**config.mk**
```make
export PLATFORM = sky130hd
export DESIGN_NAME = uart_activity_led
export DESIGN_NICKNAME = d
export VERILOG_FILES = /design/src/rtl/uart_activity_pkg.sv /design/src/rtl/uart_activity_chan.sv /design/src/rtl/uart_activity_led.sv
export SDC_FILE = /design/constraint.sdc
export NUM_CORES = 1
export LEC_CHECK = 0
export BUFFER_PORTS_ARGS = -buffer_cell sky130_fd_sc_hd__buf_2
export CELL_PAD_IN_SITES_DETAIL_PLACEMENT = 0
export CELL_PAD_IN_SITES_GLOBAL_PLACEMENT = 1
export CORE_ASPECT_RATIO = 1.4
export CORE_MARGIN = 4
export CORE_UTILIZATION = 45
export DETAILED_ROUTE_END_ITERATION = 8
export PLACE_DENSITY_LB_ADDON = 0.1
export SLEW_MARGIN = 20
export SYNTH_ARGS = -nofsm -noshare
export SYNTH_HDL_FRONTEND = slang
export SYNTH_SLANG_ARGS = --single-unit
```
**constraint.sdc**
```tcl
create_clock -name clk -period 2.9 [get_ports clk]
set_input_delay 0.435 -clock clk [delete_from_list [all_inputs] [get_ports clk]]
set_output_delay 0.435 -clock clk [all_outputs]
set_load 0.005 [all_outputs]
```
**src/rtl/uart_activity_pkg.sv**
```systemverilog
// Shared types and helpers for the serial-line activity LED blocks.
package uart_activity_pkg;

  typedef enum logic [1:0] {
    IDLE = 2'd0,
    ON   = 2'd1,
    GAP  = 2'd2
  } state_e;

  localparam logic MODE_STRETCH = 1'b0;
  localparam logic MODE_BLINK   = 1'b1;

  // Counter width big enough for the longer of the on and off phases.
  function automatic int calc_cnt_w(input int on_cycles, input int off_cycles);
    int max_cycles;
    max_cycles = (on_cycles > off_cycles) ? on_cycles : off_cycles;
    return (max_cycles > 2) ? $clog2(max_cycles) : 1;
  endfunction

endpackage

```
**src/rtl/uart_activity_chan.sv**
```systemverilog
// One activity channel: synchronizer, edge detect, on/gap FSM, counter and pending flag.
module uart_activity_chan
  import uart_activity_pkg::*;
#(
  parameter int   ON_CYCLES   = 33554432,
  parameter int   OFF_CYCLES  = 8388608,
  parameter int   SYNC_STAGES = 2,
  parameter logic IDLE_LEVEL  = 1'b1
) (
  input  logic clk,
  input  logic rst_n,
  input  logic line,
  input  logic mode,
  output logic led_n,
  output logic act_pulse
);

  localparam int               CNT_W    = calc_cnt_w(ON_CYCLES, OFF_CYCLES);
  localparam logic [CNT_W-1:0] ON_LAST  = CNT_W'(ON_CYCLES - 1);
  localparam logic [CNT_W-1:0] OFF_LAST = CNT_W'(OFF_CYCLES - 1);
  localparam logic [CNT_W-1:0] CNT_ONE  = CNT_W'(1);

  logic [SYNC_STAGES-1:0] sync_r;
  logic                   last_active_r;
  logic                   active_s;
  logic                   edge_s;
  state_e                 state_r, state_s;
  logic [CNT_W-1:0]       cnt_r, cnt_s;
  logic                   pend_r, pend_s;
  logic                   chan_mode_r, chan_mode_s;
  logic                   led_n_r;
  logic                   act_pulse_r;

  assign active_s  = (sync_r[SYNC_STAGES-1] != IDLE_LEVEL);
  assign edge_s    = active_s & ~last_active_r;
  assign led_n     = led_n_r;
  assign act_pulse = act_pulse_r;

  // Synchronizer chain and edge-detect history; flops reset to the idle level.
  always_ff @(posedge clk) begin
    if (!rst_n) begin
      sync_r        <= {SYNC_STAGES{IDLE_LEVEL}};
      last_active_r <= 1'b0;
    end else begin
      sync_r        <= {sync_r[SYNC_STAGES-2:0], line};
      last_active_r <= active_s;
    end
  end

  // FSM next state: terminal compare is checked before incrementing so the counter never wraps.
  always_comb begin
    state_s     = state_r;
    cnt_s       = cnt_r;
    pend_s      = pend_r;
    chan_mode_s = chan_mode_r;
    case (state_r)
      IDLE: begin
        if (active_s) begin
          state_s     = ON;
          cnt_s       = '0;
          pend_s      = 1'b0;
          chan_mode_s = mode;
        end else begin
          state_s = IDLE;
        end
      end
      ON: begin
        if ((chan_mode_r == MODE_STRETCH) && active_s) begin
          cnt_s = '0;
        end else if (cnt_r == ON_LAST) begin
          cnt_s = '0;
          if (chan_mode_r == MODE_STRETCH) begin
            state_s = IDLE;
          end else begin
            state_s = GAP;
          end
        end else begin
          cnt_s = cnt_r + CNT_ONE;
        end
        if ((chan_mode_r == MODE_BLINK) && active_s) begin
          pend_s = 1'b1;
        end else begin
          pend_s = pend_r;
        end
      end
      GAP: begin
        if (cnt_r == OFF_LAST) begin
          cnt_s  = '0;
          pend_s = 1'b0;
          if (pend_r || active_s) begin
            state_s = ON;
          end else begin
            state_s = IDLE;
          end
        end else begin
          cnt_s  = cnt_r + CNT_ONE;
          pend_s = pend_r | active_s;
        end
      end
      default: begin
        state_s = IDLE;
        cnt_s   = '0;
        pend_s  = 1'b0;
      end
    endcase
  end

  // State, counter and registered LED/pulse outputs.
  always_ff @(posedge clk) begin
    if (!rst_n) begin
      state_r     <= IDLE;
      cnt_r       <= '0;
      pend_r      <= 1'b0;
      chan_mode_r <= MODE_STRETCH;
      led_n_r     <= 1'b1;
      act_pulse_r <= 1'b0;
    end else begin
      state_r     <= state_s;
      cnt_r       <= cnt_s;
      pend_r      <= pend_s;
      chan_mode_r <= chan_mode_s;
      led_n_r     <= (state_s != ON);
      act_pulse_r <= edge_s;
    end
  end

endmodule

```
**src/rtl/uart_activity_led.sv**
```systemverilog
// Multi-channel serial activity LED driver; one independent channel per line.
module uart_activity_led
  import uart_activity_pkg::*;
#(
  parameter int   CHANNELS    = 2,
  parameter int   ON_CYCLES   = 33554432,
  parameter int   OFF_CYCLES  = 8388608,
  parameter int   SYNC_STAGES = 2,
  parameter logic IDLE_LEVEL  = 1'b1
) (
  input  logic                clk,
  input  logic                rst_n,
  input  logic [CHANNELS-1:0] line_in,
  input  logic                mode,
  output logic [CHANNELS-1:0] led_n,
  output logic [CHANNELS-1:0] act_pulse
);

  for (genvar i = 0; i < CHANNELS; i++) begin : g_chan
    uart_activity_chan #(
      .ON_CYCLES  (ON_CYCLES),
      .OFF_CYCLES (OFF_CYCLES),
      .SYNC_STAGES(SYNC_STAGES),
      .IDLE_LEVEL (IDLE_LEVEL)
    ) u_chan (
      .clk      (clk),
      .rst_n    (rst_n),
      .line     (line_in[i]),
      .mode     (mode),
      .led_n    (led_n[i]),
      .act_pulse(act_pulse[i])
    );
  end

endmodule

```
Word-level counts from Yosys, hierarchy flattened --
Cells that the tools add are included.
Storage, ports and cells: output and inout port bits 4, input port bits 5, register bits after elaboration 68, logic and storage cells 86
Cells by class: reductions and logical operators 12, bitwise logic cells 10, add/sub/neg operators 2, equality and inequality tests 14, mux-type cells 32
Operators by type and width (number):
- 2-to-1 mux 25 bit | 8
- one-hot mux 25 bit (3 select lines) | 2
- adder 25 x 1 -> 25 bit (second input constant) | 2
- equality test 25 x 23 -> 1 bit (second input constant) | 2
- equality test 25 bit (second input constant) | 2
- 2-to-1 mux 2 bit | 8
- one-hot mux 2 bit (3 select lines) | 2
- 2-to-1 mux 1 bit | 10
- != test 2 x 1 -> 1 bit (second input constant) | 4
- AND reduction 2 bit | 4
- inverter 1 bit | 6
- one-hot mux 1 bit (3 select lines) | 2
- equality test 2 x 1 -> 1 bit (second input constant) | 2
- equality test 2 bit (second input constant) | 2
- logical AND 1 bit | 4
- logical NOT 2 bit | 2
- != test 2 bit (second input constant) | 2
- AND 1 bit | 2
- logical OR 1 bit | 2
- OR 1 bit | 2

Depth between registers and ports, before layout --
Gate-level depths: netlist of the first run.
depth after elaboration 6, gate-level depth with buffers 10, gate-level depth less buffers 8

Modules after synthesis --
A second synthesis of the first run with hierarchy kept.
Unflattened totals: cell total of the unflattened synthesis 428, area total of the unflattened synthesis 3578.4 um2
By module, submodules not included:
- uart_activity_chan | area each 1789.2 um2, sequential area each 680.7 um2, instances 2, cells an instance 214

Worst setup path before layout of the first run --
OpenSTA, ideal clock, no wires.
path kind register -> register, start reg g_chan[1].u_chan.state_r[1], end reg g_chan[1].u_chan.cnt_r[16], slack 746 ps, cell stages (with the launch flop) 10, required time 2826 ps, data arrival time 2080 ps, setup time 74 ps, path buffers 1, clock period less this slack 2154 ps, cell sequence dfxtp_1 > inv_1 > ha_1 > a21boi_0 > nand3_1 > a31o_2 > nand2_2 > clkbuf_1 > o21ai_0 > a31oi_1
Between the ends: word-level cells in the longest chain between the ends 2, elaborated cells on any way between the ends 5, classes of those cells eq/ne: 3; mux: 1; reduce/logical: 1
RTL lines:
- from (decl) | line uart_activity_chan.sv:27 | state_e state_r, state_s;
- from (signal assigned) | line uart_activity_chan.sv:118 | state_r <= state_s;
- equality test 2 bit, or another cell as far along | line uart_activity_chan.sv:56 | case (state_r)
- one-hot mux 25 bit (3 select lines) or != test 2 bit (tied branches)
- to (signal assigned) | line uart_activity_chan.sv:119 | cnt_r <= cnt_s;
- to (decl) | line uart_activity_chan.sv:28 | logic [CNT_W-1:0] cnt_r, cnt_s;
Several ways; a longest one is shown, not always the timed one. A chain may end at the register's enable or synchronous reset.

Worst setup path after layout of the first run --
start reg g_chan[1].u_chan.state_r[1], end reg g_chan[1].u_chan.cnt_r[14]
The elaborated chain is that of the path after synthesis.

==> results.json, run 1 <==
{
  "die_y_um": 112.8,
  "drive_gt1_share_pct": 11.60,
  "synth_cells": 416,
  "core_um2": 7500,
  "async_flop_share_pct": 0,
  "p_comb_share_pct": 3.6,
  "tns_ns": 0,
  "fin_area_um2": 3815,
  "grt_pass1_wl_um": 13170,
  "slew_violations": 0,
  "numCtsBuffers": 9,
  "yosysUniqueCellTypes": 62,
  "synth_edf_count": 0,
  "pwr_density_cell_nw_per_um2": 452.7,
  "hold_path.class": "primary input to flop",
  "hp-start": "line_in[0]",
  "synth_top_area_share_pct": 38.60,
  "worstHoldEndpoint": "g_chan[0].u_chan.sync_r[0]",
  "area_growth_pct": 8.159,
  "r2r_cells": 8,
  "total_leakage_power_nw": 1.337,
  "synth_area_um2": 3527,
  "r2r_slack_ns": 0.38,
  "maxCapViolations": 0,
  "root_buffer": "clkbuf_8",
  "drc_errors": 0,
  "io_buffers": 8,
  "finalSetupViolCount": 0,
  "hold_buffers": 0,
  "io_pins": 9,
  "finalNetCount": 441,
  "postPlaceCellArea_um2": 3636,
  "dr.pass1.iters": 6,
  "max_freq_mhz": 397.3,
  "track_usage_pct": 17.14,
  "cts_tree": "done",
  "grt_overflow": 0,
  "ys_seq_area_share_pct": 38.60,
  "relSlewSlack_pct": 65.12,
  "layout.area.seq_um2": 1361,
  "swShare_pct": 24.85,
  "setup_ws_ns": 0.3830,
  "wl_um": 7673,
  "clock_latency_ns": 0.35,
  "worstPathMaxFanout": 16,
  "wl_per_cell_um": 14.53,
  "clkTransAtPathRegs_ns": 0.07,
  "ys_seq_elements": 68,
  "globalplace.congestion": 0.7461,
  "syn_avg_cell_area_um2": 8.479,
  "p_switching_w": 0.0004291,
  "layout.cells.non_filler": 528,
  "design.die.area_um2": 9339,
  "critical_path_class": "flop to flop",
  "irDropWorstVdd_mv": 0.2495,
  "hold_viol_final": 0,
  "pwr-share-seq_pct": 54.9,
  "post-route-period-util_pct": 86.79,
  "multi_input_area_um2": 2001,
  "critPathLaunchType": "flop",
  "rsz0062_at_grt": "false",
  "finalClockSkew_ns": 0.004513,
  "synth_nets": 431,
  "yosysWarnings": 0,
  "synth_top_cell_by_area": "dfxtp_1",
  "holdPathStages": 2,
  "ys.flop_type": "dfxtp_1",
  "synth.most_common_cell": "dfxtp_1",
  "die_w_um": 82.83,
  "grt_max_degree": 27,
  "cts_setup_buffers": 0,
  "startpoint": "g_chan[1].u_chan.state_r[1]",
  "numPlacedInstances": 512,
  "cts_resized": 0,
  "yosys-top-cells-area": "dfxtp_1 39%, nand2_1 4.9%, nor2_1 4.6%",
  "tightestPinTransition_ns": 0.5184,
  "viasPerCell": 5.538,
  "end_kind": "flop",
  "synthTopCellsByCount": "68 x dfxtp_1, 46 x nand2_1, 43 x nor2_1, 26 x nand3_1, 25 x a31oi_1",
  "diodes": 0,
  "period_needed_ns": 2.517,
  "antenna_found_initial": 0,
  "cts_max_path_buffers": 2,
  "dp_slack_ns": 0.4247,
  "h-tree-depth": 3,
  "clock-sinks": 68,
  "reg2reg_to": "g_chan[1].u_chan.cnt_r[14]",
  "start_util_pct": 47.03,
  "grt_pass1_vias": 2824,
  "crit_arrival_ns": 2.81,
  "p_clk_share_pct": 41.5,
  "fill_cells": 748,
  "status": "finished clean",
  "r2r-start": "g_chan[1].u_chan.state_r[1]",
  "rows": 37,
  "ant_nets": 0,
  "cell_internal_pwr_w": 0.001298,
  "first_iter_violations": 146,
  "vias": 2924,
  "place_hpwl_um": 5415,
  "cp.required_ns": 3.20
}
critical path, cell delays in order (launching register included):
cell and delay, ns:
dfxtp_1 0.42, inv_1 0.08, ha_1 0.33, a21boi_0 0.39
nand3_1 0.15, a31o_2 0.27, nand2_2 0.27, or3b_2 0.47
nand3_1 0.09
state kept, by name (all words and copies together), names as in the netlist:
name,cells
g_chan.u_chan.led_n,2
g_chan.u_chan.last_active_r,2
g_chan.u_chan.cnt_r,50
g_chan.u_chan.act_pulse,2
g_chan.u_chan.state_r,4
g_chan.u_chan.sync_r,4
g_chan.u_chan.chan_mode_r,2
g_chan.u_chan.pend_r,2
worst max path at each step:
stage | endpoint | slack [ns] | depth (start not counted)
finish | g_chan[1].u_chan.cnt_r[14] | 0.38 | 8
floorplan | g_chan[1].u_chan.cnt_r[16] | 0.75 | 9
detailed placement | g_chan[1].u_chan.cnt_r[14] | 0.42 | 8
CTS | g_chan[1].u_chan.cnt_r[14] | 0.38 | 8
global route | g_chan[1].u_chan.cnt_r[14] | 0.17 | 8
global placement | g_chan[1].u_chan.cnt_r[14] | 0.47 | 8
per-layer routing:
layer	track usage, %	part of all wire (%)	wire length (µm)
met1	19.49	44	3358
met2	30.09	51	3929
met3	4.079	3.2	243
met4	8.179	1.8	141
met5	0	0	0
cells by family (layout without fill, tap and decap cells):
kind of cell,after synthesis,count (layout),share of synthesized area [%]
AND/OR/NAND/NOR,196,196,30.01
XOR/XNOR,25,25,6.208
adder cells (fa/ha/maj),10,10,3.547
multiplexers,3,3,0.9932
buffers and inverters,30,45,4.860
AO/OA/AOI/OAI,84,84,15.79
flip-flops,68,68,38.60
metrics by stage:
step                      util (%)  hold slack [ns]  total power, W
final                        50.87           0.2576        0.001727
after global routing         50.87           0.2516        0.001799
after CTS                    50.87           0.2409        0.001753
after detailed placement     48.48           0.3792        0.001032
after global placement       48.48           0.3705        0.001033
after floorplan                  -           0.3674        0.001016
final cells by class:
cell class	count	share of cell area, %
multi-input combinational	318	52.44
sequential	68	35.68
clock buffer	11	3.706
tap	97	3.181
timing repair buffer	17	2.821
inverter	12	1.181
clock inverter	5	0.9839
layout by cell type, fill, tap and decap left out, drive strengths merged, types with 2 or more instances in the layout:
cell type,n
nor4b,5
or2,2
a41oi,2
and3,7
nand2b,11
nand3,27
clkinv,3
nor2,43
o2bb2ai,2
xor2,14
inv,12
clkinvlp,2
clkbuf,11
a31o,3
nand4,12
a31oi,25
a21o,4
xnor2,11
nand2,48
o311a,2
o31ai,4
a22o,2
a22oi,2
mux2i,2
dfxtp,68
and2,5
o21ai,17
a21oi,13
nor2b,10
ha,10
and4,8
nor4,4
buf,17
nor3,7
power by group through the flow:
stage | Clock [W] | Combinational, W | Sequential [W]
global route | 0.000781 | 0.0000691 | 0.000949
global placement | 0 | 0.0000625 | 0.000970
CTS | 0.000742 | 0.0000632 | 0.000948
floorplan | 0 | 0.0000489 | 0.000967
detailed placement | 0 | 0.0000625 | 0.000970
finish | 0.000716 | 0.0000625 | 0.000948
Note: power is estimated with default switching activity, not from simulation.
==> run 2, diff against run 1 <==
--- a/config.mk
+++ b/config.mk
@@ -12,7 +12,7 @@
 export CORE_MARGIN = 4
 export CORE_UTILIZATION = 45
 export DETAILED_ROUTE_END_ITERATION = 8
-export PLACE_DENSITY_LB_ADDON = 0.1
+export PLACE_DENSITY = 0.75
 export SLEW_MARGIN = 20
 export SYNTH_ARGS = -nofsm -noshare
 export SYNTH_HDL_FRONTEND = slang
==> run 2 against run 1 <==
Combinational power shrank 3.4%. Utilization shrank 0.57 points. Sequential share of layout area grew 0.40 points. Global-route usage shrank 0.26 points. Largest cell class unchanged. Largest power group unchanged. Wire length shrank 2.4%.
==> results.json, run 2 (same netlist as run 1, synthesis figures left out) <==
{
  "end_kind": "flop",
  "final_common_cell": "dfxtp_1",
  "grt_max_degree": 27,
  "grt_pass1_wl_um": 13250,
  "globalplace.congestion": 0.7628,
  "start_util_pct": 47.03,
  "largest_register_ffs": 50,
  "setup_ws_ns": 0.4094,
  "status": "finished clean",
  "crit_end": "g_chan[1].u_chan.cnt_r[14]",
  "pwr-share-seq_pct": 56.7,
  "period_needed_ns": 2.491,
  "clock_latency_ns": 0.34,
  "cp.required_ns": 3.19,
  "ant_nets": 0,
  "p_switching_w": 0.0004080,
  "r2r_cells": 8,
  "largestRegisters": "g_chan.u_chan.cnt_r (50), g_chan.u_chan.state_r (4), g_chan.u_chan.sync_r (4)",
  "track_usage_pct": 16.89,
  "clkTransAtPathRegs_ns": 0.08,
  "post-route-period-util_pct": 85.88,
  "io_pins": 9,
  "crit_arrival_ns": 2.78,
  "irDropWorstVdd_mv": 0.2368,
  "p_clk_share_pct": 39.7,
  "area_growth_pct": 6.953,
  "die_w_um": 82.83,
  "hold_path.class": "primary input to flop",
  "hold_slack_ns": 0.2764,
  "cell_internal_pwr_w": 0.001264,
  "final_cell_mix": "68 x dfxtp_1, 46 x nand2_1, 43 x nor2_1, 26 x nand3_1, 25 x a31oi_1",
  "finalSetupViolCount": 0,
  "top_register": "g_chan.u_chan.cnt_r",
  "viasPerCell": 5.526,
  "finalNetCount": 439,
  "slew_violations": 0,
  "cts_max_path_buffers": 2,
  "cts_tree": "done",
  "drc_errors": 0,
  "fill_cells": 777,
  "grt_pass1_vias": 2901,
  "numCtsBuffers": 9,
  "wl_per_cell_um": 14.27,
  "vias": 2901,
  "finalClockSkew_ns": 0.005503,
  "place_hpwl_um": 5369,
  "critPathLaunchType": "flop",
  "utilization_pct": 50.30,
  "first_iter_violations": 111,
  "diodes": 0,
  "swShare_pct": 24.41,
  "dp_slack_ns": 0.4296,
  "io_buffers": 8,
  "pwr_density_cell_nw_per_um2": 443.1,
  "core_um2": 7500,
  "h-tree-depth": 3,
  "grt_overflow": 0,
  "total_leakage_power_nw": 1.318,
  "clock-sinks": 68,
  "dr.pass1.iters": 4,
  "root_buffer": "clkbuf_8",
  "hold_buffers": 0,
  "hold_viol_final": 0,
  "worstPathMaxFanout": 17,
  "maxCapViolations": 0,
  "cts_resized": 0,
  "antenna_found_initial": 0,
  "startpoint": "g_chan[1].u_chan.state_r[1]",
  "rows": 37,
  "critical_path_class": "flop to flop",
  "wl_um": 7492,
  "tns_ns": 0,
  "p_comb_share_pct": 3.6,
  "design.die.area_um2": 9339,
  "r2r_slack_ns": 0.41,
  "cts_setup_buffers": 0,
  "r2r-start": "g_chan[1].u_chan.state_r[1]",
  "die_y_um": 112.8,
  "rsz0062_at_grt": "false",
  "relSlewSlack_pct": 63.63,
  "drive_gt1_share_pct": 10.75,
  "reg2reg_to": "g_chan[1].u_chan.cnt_r[14]",
  "tightestPinTransition_ns": 0.5414,
  "max_freq_mhz": 401.5
}
run 2: cell types whose count changed in the layout (fill, tap and decap cells not counted), sizes merged:
| cell | before | now |
|---|---|---|
| clkbuf | 11 | 10 |
| buf | 17 | 15 |
run 2: power groups by stage:
| stage | Sequential, W | Clock (W) | Combinational (W) |
|---|---|---|---|
| after global placement | 0.000970 | 0 | 0.0000609 |
| after CTS | 0.000948 | 0.000685 | 0.0000620 |
| after global routing | 0.000949 | 0.000721 | 0.0000687 |
| after floorplan | 0.000967 | 0 | 0.0000489 |
| after detailed placement | 0.000970 | 0 | 0.0000619 |
| final | 0.000948 | 0.000663 | 0.0000604 |
run 2: worst max-delay path, cell delays in order, from the launching register on:
cell	delay (ns)
dfxtp_1	0.41
inv_1	0.10
ha_1	0.34
a21boi_0	0.39
nand3_1	0.12
a31o_2	0.26
nand2_2	0.26
or3b_2	0.47
nand3_1	0.08
run 2: metrics by stage:
step | cells | total power, W | instance area, µm²
2_1_floorplan | 416 | 0.001016 | 3527
3_3_place_gp | 510 | 0.001031 | 3615
3_5_place_dp | 510 | 0.001032 | 3615
4_1_cts | 525 | 0.001694 | 3772
5_1_grt | 525 | 0.001739 | 3772
6_report | 525 | 0.001672 | 3772
run 2: layout make-up:
cell class	instances	area (µm²)	share of cell area, %
multi-input combinational	318	1994	52.87
sequential	68	1361	36.09
clock buffer	10	127.6	3.383
tap	97	121.4	3.217
timing repair buffer	15	92.59	2.454
inverter	12	45.04	1.194
clock inverter	5	30.03	0.7960
run 2: worst min-delay path by stage:
stage               depth (start not counted)                            from                          to  slack [ns]
detailed placement                          1  g_chan[1].u_chan.last_active_r  g_chan[1].u_chan.act_pulse        0.38
global placement                            1  g_chan[0].u_chan.last_active_r  g_chan[0].u_chan.act_pulse        0.37
CTS                                         2                      line_in[1]  g_chan[1].u_chan.sync_r[0]        0.27
global route                                2                      line_in[1]  g_chan[1].u_chan.sync_r[0]        0.28
finish                                      2                      line_in[1]  g_chan[1].u_chan.sync_r[0]        0.28
floorplan                                   1  g_chan[0].u_chan.last_active_r  g_chan[0].u_chan.act_pulse        0.37
run 2: metal layers:
| metal | share of wire (%) | track usage [%] | vias to the layer above |
|---|---|---|---|
| li1 | - | - | 1502 |
| met4 | 1.4 | 6.325 | 0 |
| met2 | 51 | 30.94 | 28 |
| met1 | 45 | 19.17 | 1360 |
| met5 | 0 | 0 | - |
| met3 | 2.5 | 3.423 | 11 |
==> run 3, diff against run 2 <==
--- a/config.mk
+++ b/config.mk
@@ -5,6 +5,7 @@
 export SDC_FILE = /design/constraint.sdc
 export NUM_CORES = 1
 export LEC_CHECK = 0
+export ABC_AREA = 1
 export BUFFER_PORTS_ARGS = -buffer_cell sky130_fd_sc_hd__buf_2
 export CELL_PAD_IN_SITES_DETAIL_PLACEMENT = 0
 export CELL_PAD_IN_SITES_GLOBAL_PLACEMENT = 1
@@ -12,7 +13,7 @@
 export CORE_MARGIN = 4
 export CORE_UTILIZATION = 45
 export DETAILED_ROUTE_END_ITERATION = 8
-export PLACE_DENSITY = 0.75
+export PLACE_DENSITY = 0.78
 export SLEW_MARGIN = 20
 export SYNTH_ARGS = -nofsm -noshare
 export SYNTH_HDL_FRONTEND = slang
==> run 3 against run 2 <==
Wire length up 17%. Sequential share of layout area down 4.9 points. Clock-buffer cell count down 1. Area after synthesis up 12%. Critical endpoint is now g_chan[0].u_chan.cnt_r[14]. Global-route usage up 1.4 points. Non-clock buffer count down 5. Clock power up 93%. Final area up 16%. Power up 38%. Sequential cell count unchanged.
==> results.json, run 3 <==
{
  "async_flop_share_pct": 0,
  "grt_pass1_vias": 3373,
  "maxCapViolations": 0,
  "use_met1_pct": 19.35,
  "crit_arrival_ns": 2.23,
  "p_switching_w": 0.0004982,
  "yosysWarnings": 0,
  "holdPathStages": 2,
  "synth_edf_count": 0,
  "setup_ws_ns": 0.8705,
  "cell_internal_pwr_w": 0.001808,
  "clock-sinks": 68,
  "antenna_found_initial": 0,
  "top_register": "g_chan.u_chan.cnt_r",
  "slew_violations": 0,
  "finalSetupViolCount": 0,
  "crit_chain": "ha_1 -> nand3_1 -> inv_1 -> nand2_2 -> nor2_4 -> nand2_2 -> nand2_4 -> nand2_4 -> nand2_2 -> nand2_2 -> nand2_2 -> nor2_2",
  "design.die.area_um2": 10350,
  "rsz0062_at_grt": "false",
  "drive_gt1_share_pct": 17.79,
  "drc_errors": 0,
  "pwr_density_cell_nw_per_um2": 527.9,
  "relSlewSlack_pct": 36.73,
  "final_cell_mix": "122 x nand2_1, 68 x dfxtp_1, 57 x nor2_1, 49 x inv_1, 41 x a21oi_1",
  "synth_cells": 553,
  "clkTransAtPathRegs_ns": 0.06,
  "viasPerCell": 5.031,
  "dr.pass1.iters": 4,
  "p_clk_share_pct": 55.6,
  "critPathLaunchType": "flop",
  "dp_slack_ns": 0.8527,
  "cts_max_path_buffers": 2,
  "die_w_um": 87.12,
  "ant_nets": 0,
  "irDropWorstVdd_mv": 0.4500,
  "cts_resized": 0,
  "status": "finished clean",
  "grt_pass1_wl_um": 15160,
  "grt_max_degree": 32,
  "period_needed_ns": 2.030,
  "diodes": 0,
  "fin_area_um2": 4368,
  "finalClockSkew_ns": 0.006205,
  "ys_seq_area_share_pct": 34.52,
  "tns_ns": 0,
  "gr-usage-met3_pct": 2.301,
  "worstPathMaxFanout": 20,
  "wl_per_cell_um": 13.15,
  "synth_top_area_share_pct": 34.52,
  "slowest_stage": "nand2_2",
  "root_buffer": "clkbuf_16",
  "total_leakage_power_nw": 1.602,
  "hold_buffers": 0,
  "clock_latency_ns": 0.34,
  "multi_input_area_um2": 2265,
  "end_kind": "flop",
  "wl_um": 8774,
  "synth.most_common_cell": "nand2_1",
  "use_met2_pct": 34.79,
  "r2r_cells": 12,
  "pwr-share-seq_pct": 41.2,
  "largest_register_ffs": 50,
  "layout.area.seq_um2": 1361,
  "hold_viol_final": 0,
  "rows": 40,
  "max_freq_mhz": 492.7,
  "cp.required_ns": 3.10,
  "syn_avg_cell_area_um2": 7.132,
  "cts_setup_buffers": 0,
  "die_y_um": 118.8,
  "core_um2": 8558,
  "grt_overflow": 0,
  "ys.flop_type": "dfxtp_1",
  "synth_area_um2": 3944,
  "yosys-top-cells-area": "dfxtp_1 35%, nand2_1 12%, nor2_1 5.4%",
  "area_growth_pct": 10.76,
  "synth_nets": 568,
  "numCtsBuffers": 9,
  "vias": 3356,
  "finalNetCount": 572,
  "synth_top_cell_by_area": "dfxtp_1",
  "yosysUniqueCellTypes": 35,
  "io_pins": 9,
  "h-tree-depth": 3,
  "globalplace.congestion": 0.8357,
  "tightestPinTransition_ns": 0.9432,
  "hold_path.class": "primary input to flop",
  "gr-max-usage-layer": "met2",
  "final_common_cell": "nand2_1",
  "critical_path_class": "flop to flop",
  "place_hpwl_um": 6385,
  "io_buffers": 8,
  "ys_seq_elements": 68,
  "swShare_pct": 21.61,
  "power_w": 0.002306,
  "postPlaceCellArea_um2": 4019,
  "largestRegisters": "g_chan.u_chan.cnt_r (50), g_chan.u_chan.state_r (4), g_chan.u_chan.sync_r (4)",
  "numPlacedInstances": 651,
  "cts_tree": "done",
  "track_usage_pct": 18.33,
  "p_comb_share_pct": 3.3,
  "slowest_delay_ns": 0.46,
  "fill_cells": 881,
  "synthTopCellsByCount": "122 x nand2_1, 68 x dfxtp_1, 57 x nor2_1, 50 x inv_1, 41 x a21oi_1",
  "cpMostUsedCell": "nand2_2",
  "post-route-period-util_pct": 69.98,
  "layout.cells.non_filler": 667,
  "start_util_pct": 46.08,
  "first_iter_violations": 101
}
==> run 3: critical path, delay by kind of cell, from the launching register on <==
kind	cells	cell delay, ns
DFF	1	0.36
adders and majority gates	1	0.18
buffers and inverters	1	0.10
and+or+nand+nor	10	1.26
==> run 3: logic make-up after synthesis <==
group                      count (synthesis)  synth area share, %
xor gates and xnor gates                  26                5.774
AOI/OAI and AO/OA                         68                8.884
adders and majority gates                 10                3.173
buffers and inverters                     72                8.058
DFF                                       68                34.52
and+or+nand+nor                          309                39.59
==> run 3: area by class of cell <==
type / instances / share of cell area (%)
inverters: 55 / 4.726
flip-flops and latches: 68 / 31.17
clock buffers: 9 / 5.156
well taps: 105 / 3.008
multi-input cells: 413 / 51.85
repair buffers: 10 / 1.260
clock inverters: 7 / 2.836
==> run 3: path summary, 6_finish.rpt <==
path / startpoint / to / slack [ns]
worst min register to register: g_chan[1].u_chan.last_active_r / g_chan[1].u_chan.act_pulse / 0.39
worst max register to register: g_chan[0].u_chan.cnt_r[1] / g_chan[0].u_chan.cnt_r[14] / 0.87
worst max-delay path: g_chan[0].u_chan.cnt_r[1] / g_chan[0].u_chan.cnt_r[14] / 0.87
worst min-delay path: line_in[1] / g_chan[1].u_chan.sync_r[0] / 0.28
==> run 3: power groups by stage <==
stage	Combinational (W)	Sequential (W)	Clock (W)
floorplan	0.0000632	0.000967	0
global placement	0.0000757	0.000969	0
detailed placement	0.0000765	0.000970	0
CTS	0.0000766	0.000949	0.00131
global route	0.0000848	0.000950	0.00134
finish	0.0000754	0.000949	0.00128
==> run 3: per-stage QoR <==
step,util [%],hold WS [ns]
3_5_place_dp,46.96,0.3795
5_1_grt,51.04,0.2927
4_1_cts,51.04,0.2715
6_report,51.04,0.2800
3_3_place_gp,46.96,0.3761
2_1_floorplan,-,0.3732
==> run 3: routing by layer <==
layer,wire length (µm),part of all wire [%],vias to the layer above
li1,-,-,1773
met1,3625,41,1548
met2,4816,55,20
met3,137,1.6,15
met4,194,2.2,0
met5,0,0,-
